### config.mk
export PLATFORM = sky130hd
export DESIGN_NAME = multicycle_core_ctrl
export DESIGN_NICKNAME = d
export VERILOG_FILES = /design/src/rtl/multicycle_core_ctrl.sv
export SDC_FILE = /design/constraint.sdc
export NUM_CORES = 1
export LEC_CHECK = 0
export ABC_AREA = 0
export BUFFER_PORTS_ARGS = -buffer_cell sky130_fd_sc_hd__buf_4
export CAP_MARGIN = 20
export CORE_MARGIN = 2
export CORE_UTILIZATION = 48
export DETAILED_ROUTE_END_ITERATION = 10
export PLACE_DENSITY = 0.82
export SETUP_SLACK_MARGIN = 0.2
export SYNTH_ARGS = -nofsm -noshare
export SYNTH_HDL_FRONTEND = slang
export SYNTH_SLANG_ARGS = --single-unit
export TNS_END_PERCENT = 50
### constraint.sdc
create_clock -name clk -period 3.7 [get_ports clk]
set_input_delay 0.555 -clock clk [delete_from_list [all_inputs] [get_ports clk]]
set_output_delay 0.555 -clock clk [all_outputs]
set_load 0.01 [all_outputs]
### src/rtl/multicycle_core_ctrl.sv
// Multi-cycle RV32 control sequencer: owns PC/IR and steps each instruction through
// FETCH/DECODE/EXEC/MEM/WB with req/ack memory handshakes, access timeout and sticky HALT/ERR.
module multicycle_core_ctrl #(
  parameter int unsigned     XLEN     = 32,
  parameter logic [XLEN-1:0] RESET_PC = '0,
  parameter int unsigned     TIMEOUT  = 255,
  parameter int unsigned     CNT_W    = 32
) (
  input  logic             clk,
  input  logic             rstd,
  output logic             imem_req,
  output logic [XLEN-1:0]  imem_addr,
  input  logic [31:0]      imem_rdata,
  input  logic             imem_ack,
  input  logic             is_load,
  input  logic             is_store,
  input  logic             is_halt,
  input  logic             reg_we,
  input  logic [XLEN-1:0]  nextpc,
  output logic             dmem_req,
  output logic             dmem_we,
  input  logic             dmem_ack,
  output logic [XLEN-1:0]  pc,
  output logic [31:0]      ir,
  output logic             rf_wren,
  output logic [2:0]       state,
  output logic             halted,
  output logic             bus_err,
  output logic [CNT_W-1:0] instret
);

  typedef enum logic [2:0] {
    S_FETCH  = 3'd0,
    S_DECODE = 3'd1,
    S_EXEC   = 3'd2,
    S_MEM    = 3'd3,
    S_WB     = 3'd4,
    S_HALT   = 3'd5,
    S_ERR    = 3'd6
  } state_t;

  localparam logic [31:0]       NOP_INSN  = 32'h0000_0013;
  localparam int unsigned       WCNT_W    = (TIMEOUT > 1) ? $clog2(TIMEOUT) : 1;
  localparam logic [WCNT_W-1:0] WCNT_LAST = WCNT_W'((TIMEOUT > 0) ? (TIMEOUT - 1) : 0);
  localparam bit                TO_EN     = (TIMEOUT != 0);

  state_t            state_q, state_d;
  logic [XLEN-1:0]   pc_q, pc_d;
  logic [31:0]       ir_q, ir_d;
  logic [CNT_W-1:0]  instret_q, instret_d;
  logic [WCNT_W-1:0] wcnt_q, wcnt_d;
  logic              timeout_hit;
  logic              misaligned;

  // The ack of the TIMEOUT-th wait cycle is checked first, so it wins over the error.
  assign timeout_hit = TO_EN && (wcnt_q == WCNT_LAST);
  assign misaligned  = |nextpc[1:0];

  always_ff @(posedge clk or posedge rstd) begin
    if (rstd) begin
      state_q   <= S_FETCH;
      pc_q      <= RESET_PC;
      ir_q      <= NOP_INSN;
      instret_q <= '0;
      wcnt_q    <= '0;
    end else begin
      state_q   <= state_d;
      pc_q      <= pc_d;
      ir_q      <= ir_d;
      instret_q <= instret_d;
      wcnt_q    <= wcnt_d;
    end
  end

  always_comb begin
    state_d   = state_q;
    pc_d      = pc_q;
    ir_d      = ir_q;
    instret_d = instret_q;
    wcnt_d    = wcnt_q;
    case (state_q)
      S_FETCH: begin
        if (imem_ack) begin
          ir_d    = imem_rdata;
          state_d = S_DECODE;
        end else if (timeout_hit) begin
          state_d = S_ERR;
        end else begin
          wcnt_d = wcnt_q + WCNT_W'(1);
        end
      end
      S_DECODE: state_d = is_halt ? S_HALT : S_EXEC;
      S_EXEC:   state_d = (is_load || is_store) ? S_MEM : S_WB;
      S_MEM: begin
        if (dmem_ack) begin
          state_d = S_WB;
        end else if (timeout_hit) begin
          state_d = S_ERR;
        end else begin
          wcnt_d = wcnt_q + WCNT_W'(1);
        end
      end
      S_WB: begin
        if (misaligned) begin
          state_d = S_ERR;
        end else begin
          pc_d      = nextpc;
          instret_d = instret_q + CNT_W'(1);
          state_d   = S_FETCH;
        end
      end
      S_HALT, S_ERR: state_d = state_q;
      default:       state_d = S_ERR;
    endcase
    if (state_d != state_q) wcnt_d = '0;
  end

  assign imem_req  = (state_q == S_FETCH);
  assign imem_addr = pc_q;
  assign dmem_req  = (state_q == S_MEM);
  assign dmem_we   = dmem_req && is_store;
  assign rf_wren   = (state_q == S_WB) && reg_we && !is_store && !misaligned;
  assign state     = state_q;
  assign halted    = (state_q == S_HALT) || (state_q == S_ERR);
  assign bus_err   = (state_q == S_ERR);
  assign pc        = pc_q;
  assign ir        = ir_q;
  assign instret   = instret_q;

endmodule

==> results.yml, run 1 <==
worst_setup_path:
  cp-startpoint: "state[0]"
  cp.arrival_ns: 2.27
  cp.required_ns: 3.14
  critical_path_class: "flop to output port"
  end_kind: "output port"
  cp-start-kind: "flop"
  path_max_fanout: 17
  r2r-start: "state[0]"
final_layout:
  area_delta_synth_final_pct: 33.2
  register_area_sq_mm: 0.00268
  antenna_cells: 0
  multiInputGateArea_sq_mm: 0.00191
  post-route-util_pct: 64.9
  design_area_sq_mm: 0.00661
  drive_gt1_share_pct: 53.7
  fin_nets: 642
  nFillCells: 819
yosys:
  synth_fp_nets: 464
  synth-edff-count: 0
  yosysTopAreaCell: "dfrtp_1"
  ys_async_sr_fraction_pct: 100
  syn_inst: 389
  synth_flop_cell: "dfrtp_1"
  synthTopCellsByArea: "dfrtp_1 52%, mux2_2 8.6%, mux2_4 7.6%"
  avgSynthCellArea_sq_um: 12.7
  synth_top_cell_area_share_pct: 52.5
  synthTopCellsByCount: "104 x dfrtp_1, 38 x mux2_2, 32 x buf_4, 25 x mux2_4"
  seq_area_frac_synth_pct: 54.1
  ys_seq_elements: 107
  synth_cell_type_count: 46
  yosys_warnings: 0
  syn_area_sq_mm: 0.00496
  synth_most_common_cell: "dfrtp_1"
cts:
  clock_latency_ns: 0.36
  cts_resized: 0
  cts_tree: "done"
  path_clk_slew_ns: 0.10
  cts_root_buf: "clkbuf_8"
  cts-buffers-inserted: 9
  cts_hold_buf: 0
  cts_setup_buffers: 0
  cts_buffer_depth: 2
  htreeDepth: 3
  cts_sinks: 107
worst_hold_path:
  hold_class: "input pin to async pin"
die:
  io_pins: 209
  die_h_um: 106
  dieArea_sq_mm: 0.0112
  rows: 37
  initial_core_util_pct: 48.7
  core-area_sq_mm: 0.0102
  die_x_um: 106
global_route:
  antenna_found_initial: 0
  grt_util_all_layers_pct: 19.6
  grt_pass1_wl_mm: 17.5
  grt-ovfl-total: 0
  grt_start_max_net_pins: 70
  first_global_vias: 3583
power_and_ir_drop:
  pwr_density_cell_mw_per_mm2: 710
  leakagePower_nw: 3.35
  vdd_drop_max_mv: 0.380
  finalPower_w: 0.00469
detailed_routing:
  vias: 3573
  routed_via_density: 5.05
  drtIter0Drc: 141
  drt_pass1_iterations: 4
  wl_per_cell_um: 15.5
  remaining_drc_errors: 0
  ant_nets: 0
  wl_mm: 11.0
run_status:
  status: "finished clean"
place:
  placed_cell_area_sq_mm: 0.00639
  place_ws_ns: 1.26
  place_hpwl_mm: 8.29
  place.gp.congestion: 0.816
  portBuffers: 208
timing:
  rsz0062_at_grt: "false"
  fmax_ghz: 0.353
  fin_skew_ns: 0.00909
  hold_viol_final: 0
  tightestPinTransition_ns: 0.848
  fin_ws_ns: 0.871
  slew_violations: 0
  setup_viol_count_final: 0
  finalCritPeriodShare_pct: 76.5
  slew_headroom_pct: 43.4
  period_needed_ns: 2.83
  finalSetupTns_ns: 0
flow_run:
  max-cap-violations: 0
## path summary, 6_finish.rpt
kind                                 end  cells after the start  slack (ns)
setup / recovery                 rf_wren                      4        0.87
hold / removal                    ir[29]                      2        0.36
setup reg to reg            imem_addr[6]                      4        1.34
hold reg to reg              instret[31]                      1        0.48
max in group asynchronous          ir[0]                      3        2.48
min in group clk           imem_addr[23]                      2        0.42
## power breakdown
part	total, W	switching, W	internal (W)
sequential	0.00189	0.000333	0.00156
clock	0.000761	0.000401	0.000360
combinational	0.00204	0.000853	0.00119
total	0.00469	0.00159	0.00311
## metrics by stage
stage,hold WS [ns],std cells
floorplan,0.504,389
global placement,0.467,692
detailed placement,0.464,692
CTS,0.395,708
global route,0.392,708
finish,0.362,708
## kinds of logic after synthesis
family	after synthesis	synth area share, %
buffers and inverters	53	7.34
adders and majority gates	3	0.757
DFF	107	54.1
and+or+nand+nor	111	12.7
xor gates and xnor gates	38	6.71
muxes	64	16.4
AOI/OAI and AO/OA	13	1.99
## critical path, cell delays in order, from the launching register on
cell and delay [ns]:
dfrtp_1 0.58, or3b_4 0.53, or3_2 0.45, nor3b_1 0.21
buf_4 0.15
## final cells by class
class                   count  area share, %
inverters                   8          0.493
well taps                 136           2.58
repair buffers            212           24.1
multi-input cells         229           29.0
clock buffers              11           2.29
clock inverters             5          0.985
flip-flops and latches    107           40.6
## state kept, by name, summed over array words and instances, names as in the netlist
name and count:
imem_addr 32, instret 32, ir 32, wcnt_q 8, state 3
## placed cells by master (no fill, tap or decap), types with 2 or more instances in the layout
cell type / n
inv_6: 4
nor4_1: 3
or3_1: 2
mux2_2: 38
nor3_4: 2
clkbuf_8: 11
ha_1: 3
nand2b_1: 2
and4_1: 2
nor2_1: 24
nand4_1: 15
nand3_1: 6
nor3b_1: 2
xor2_1: 14
buf_4: 212
dfstp_2: 3
or2_2: 2
and3_1: 3
and2_1: 5
mux2_4: 25
a21oi_1: 3
inv_1: 7
nor3_1: 12
nand2_1: 21
xnor2_1: 24
dfrtp_1: 104
a211oi_1: 2
## metal layers
layer | vias up | share of wire (%) | global-route usage [%]
met1 | 1793 | 40 | 24.3
met4 | 0 | 1.4 | 6.39
met3 | 14 | 4.9 | 3.90
met5 | - | 0 | 0
met2 | 106 | 53 | 34.2
li1 | 1660 | - | -
No activity file was read; power rests on OpenSTA's default activity.
==> inputs of run 2 (changes only) <==
--- a/config.mk
+++ b/config.mk
@@ -9,9 +9,9 @@
 export BUFFER_PORTS_ARGS = -buffer_cell sky130_fd_sc_hd__buf_4
 export CAP_MARGIN = 20
 export CORE_MARGIN = 2
-export CORE_UTILIZATION = 48
+export CORE_UTILIZATION = 43
 export DETAILED_ROUTE_END_ITERATION = 10
-export PLACE_DENSITY = 0.82
+export PLACE_DENSITY = 0.78
 export SETUP_SLACK_MARGIN = 0.2
 export SYNTH_ARGS = -nofsm -noshare
 export SYNTH_HDL_FRONTEND = slang
==> constraint.sdc (replaced) <==
create_clock -name clk -period 2.6 [get_ports clk]
set_input_delay 0.39 -clock clk [delete_from_list [all_inputs] [get_ports clk]]
set_output_delay 0.39 -clock clk [all_outputs]
set_load 0.01 [all_outputs]
==> results.yml, run 2 (same netlist as run 1, synthesis figures left out) <==
run_status:
  status: "finished clean"
die:
  initial_core_util_pct: 43.8
  die_x_um: 111
  die_h_um: 111
  dieArea_sq_mm: 0.0124
  rows: 39
  io_pins: 209
  core-area_sq_mm: 0.0113
detailed_routing:
  wl_per_cell_um: 15.5
  vias: 3534
  remaining_drc_errors: 0
  routed_via_density: 4.91
  drt_pass1_iterations: 4
  ant_nets: 0
  drtIter0Drc: 124
  wl_mm: 11.1
timing:
  finalCritPeriodShare_pct: 87.4
  fmax_ghz: 0.440
  tightestPinTransition_ns: 0.565
  slew_violations: 0
  setup_viol_count_final: 0
  rsz0062_at_grt: "false"
  hold_viol_final: 0
  worst_hold_slack_ns: 0.190
  slew_headroom_pct: 62.4
  period_needed_ns: 2.27
  fin_skew_ns: 0.00958
  finalSetupTns_ns: 0
place:
  place_hpwl_mm: 8.48
  placed_cells: 704
  placed_cell_area_sq_mm: 0.00645
  place.gp.congestion: 0.799
  portBuffers: 208
power_and_ir_drop:
  leakagePower_nw: 3.40
  p_comb_share_pct: 43.6
  netSwitchingFraction_pct: 32.7
  switchingPower_w: 0.00230
  sequentialPowerShare_pct: 37.2
  pwr_density_cell_mw_per_mm2: 1040
  intPower_w: 0.00473
  vdd_drop_max_mv: 0.607
  clockPowerShare_pct: 19.2
worst_hold_path:
  hold_class: "input pin to async pin"
final_layout:
  fin_cells: 720
  layout_common_cells: "216 x buf_4, 104 x dfrtp_1, 38 x mux2_2"
  fin_nets: 647
  design_area_sq_mm: 0.00676
  final_common_cell: "buf_4"
  drive_gt1_share_pct: 54.1
  antenna_cells: 0
  area_delta_synth_final_pct: 36.3
worst_setup_path:
  path_max_fanout: 4
  cp.required_ns: 2.21
  reg2reg_slack_ns: 0.45
  r2r_cells: 6
  cp-start-kind: "flop"
  r2r-end: "wcnt_q[1]"
  r2r-start: "state[0]"
  end_kind: "output port"
  critical_path_class: "flop to output port"
  cp.arrival_ns: 1.88
cts:
  clock_latency_ns: 0.34
  cts_setup_buffers: 0
  cts_buffer_depth: 2
  path_clk_slew_ns: 0.07
  cts_tree: "done"
  cts_root_buf: "clkbuf_16"
  cts-buffers-inserted: 9
  cts_sinks: 107
  cts_resized: 2
  cts_hold_buf: 0
  htreeDepth: 3
global_route:
  grt_util_all_layers_pct: 18.1
  first_global_vias: 3539
  grt_start_max_net_pins: 108
  grt-ovfl-total: 0
  antenna_found_initial: 0
  grt_pass1_wl_mm: 18.2
flow_run:
  max-cap-violations: 0
## run 2: cell count changes in the layout (fill, tap and decap cells not counted), sizes merged
cell / previous run / this run
inv: 12 / 9
clkbuf: 11 / 10
clkinvlp: 0 / 3
clkinv: 0 / 1
buf: 212 / 217
## run 2: stage by stage
step	power [W]	utilization, %	setup slack (ns)
finish	0.00703	59.7	0.329
global route	0.00743	59.7	0.282
CTS	0.00712	59.7	0.313
detailed placement	0.00574	57.0	0.481
global placement	0.00564	57.0	0.520
floorplan	0.00442	-	0.286
## run 2: how the worst max path moves through the flow
stage,startpoint,to,slack (ns),cells after the start
2_1_floorplan,state[2],rf_wren,0.29,6
3_3_place_gp,nextpc[1],instret[30],0.52,6
3_5_place_dp,nextpc[1],instret[24],0.48,6
4_1_cts,state[0],rf_wren,0.31,4
5_1_grt,state[0],rf_wren,0.28,4
6_report,state[0],rf_wren,0.33,4
## run 2: power groups by stage
stage,Combinational (W),Clock (W),Sequential [W]
after floorplan,0.00157,0,0.00285
after global placement,0.00303,0,0.00261
after detailed placement,0.00309,0,0.00265
after CTS,0.00310,0.00140,0.00262
after global routing,0.00327,0.00148,0.00269
final,0.00306,0.00135,0.00261
## run 2: critical path, cell delays in order (launching register included)
cell and delay [ns]:
dfrtp_1 0.38, or3b_4 0.45, or3_4 0.38, nor3b_2 0.19, buf_4 0.14
## run 2: layout make-up
| class | instances | area, sq um |
|---|---|---|
| clock buffer | 10 | 229 |
| clock inverter | 6 | 71.3 |
| fill | 929 | 4560 |
| inverter | 8 | 33.8 |
| multi-input combinational | 229 | 1920 |
| sequential | 107 | 2680 |
| tap | 143 | 179 |
| timing repair buffer | 217 | 1640 |
## run 2: layer usage
layer	wire (um)	track usage, %	share of wire [%]
met5	0	0	0
met4	247	6.75	2.2
met3	865	4.63	7.8
met2	5250	28.5	47
met1	4790	24.3	43
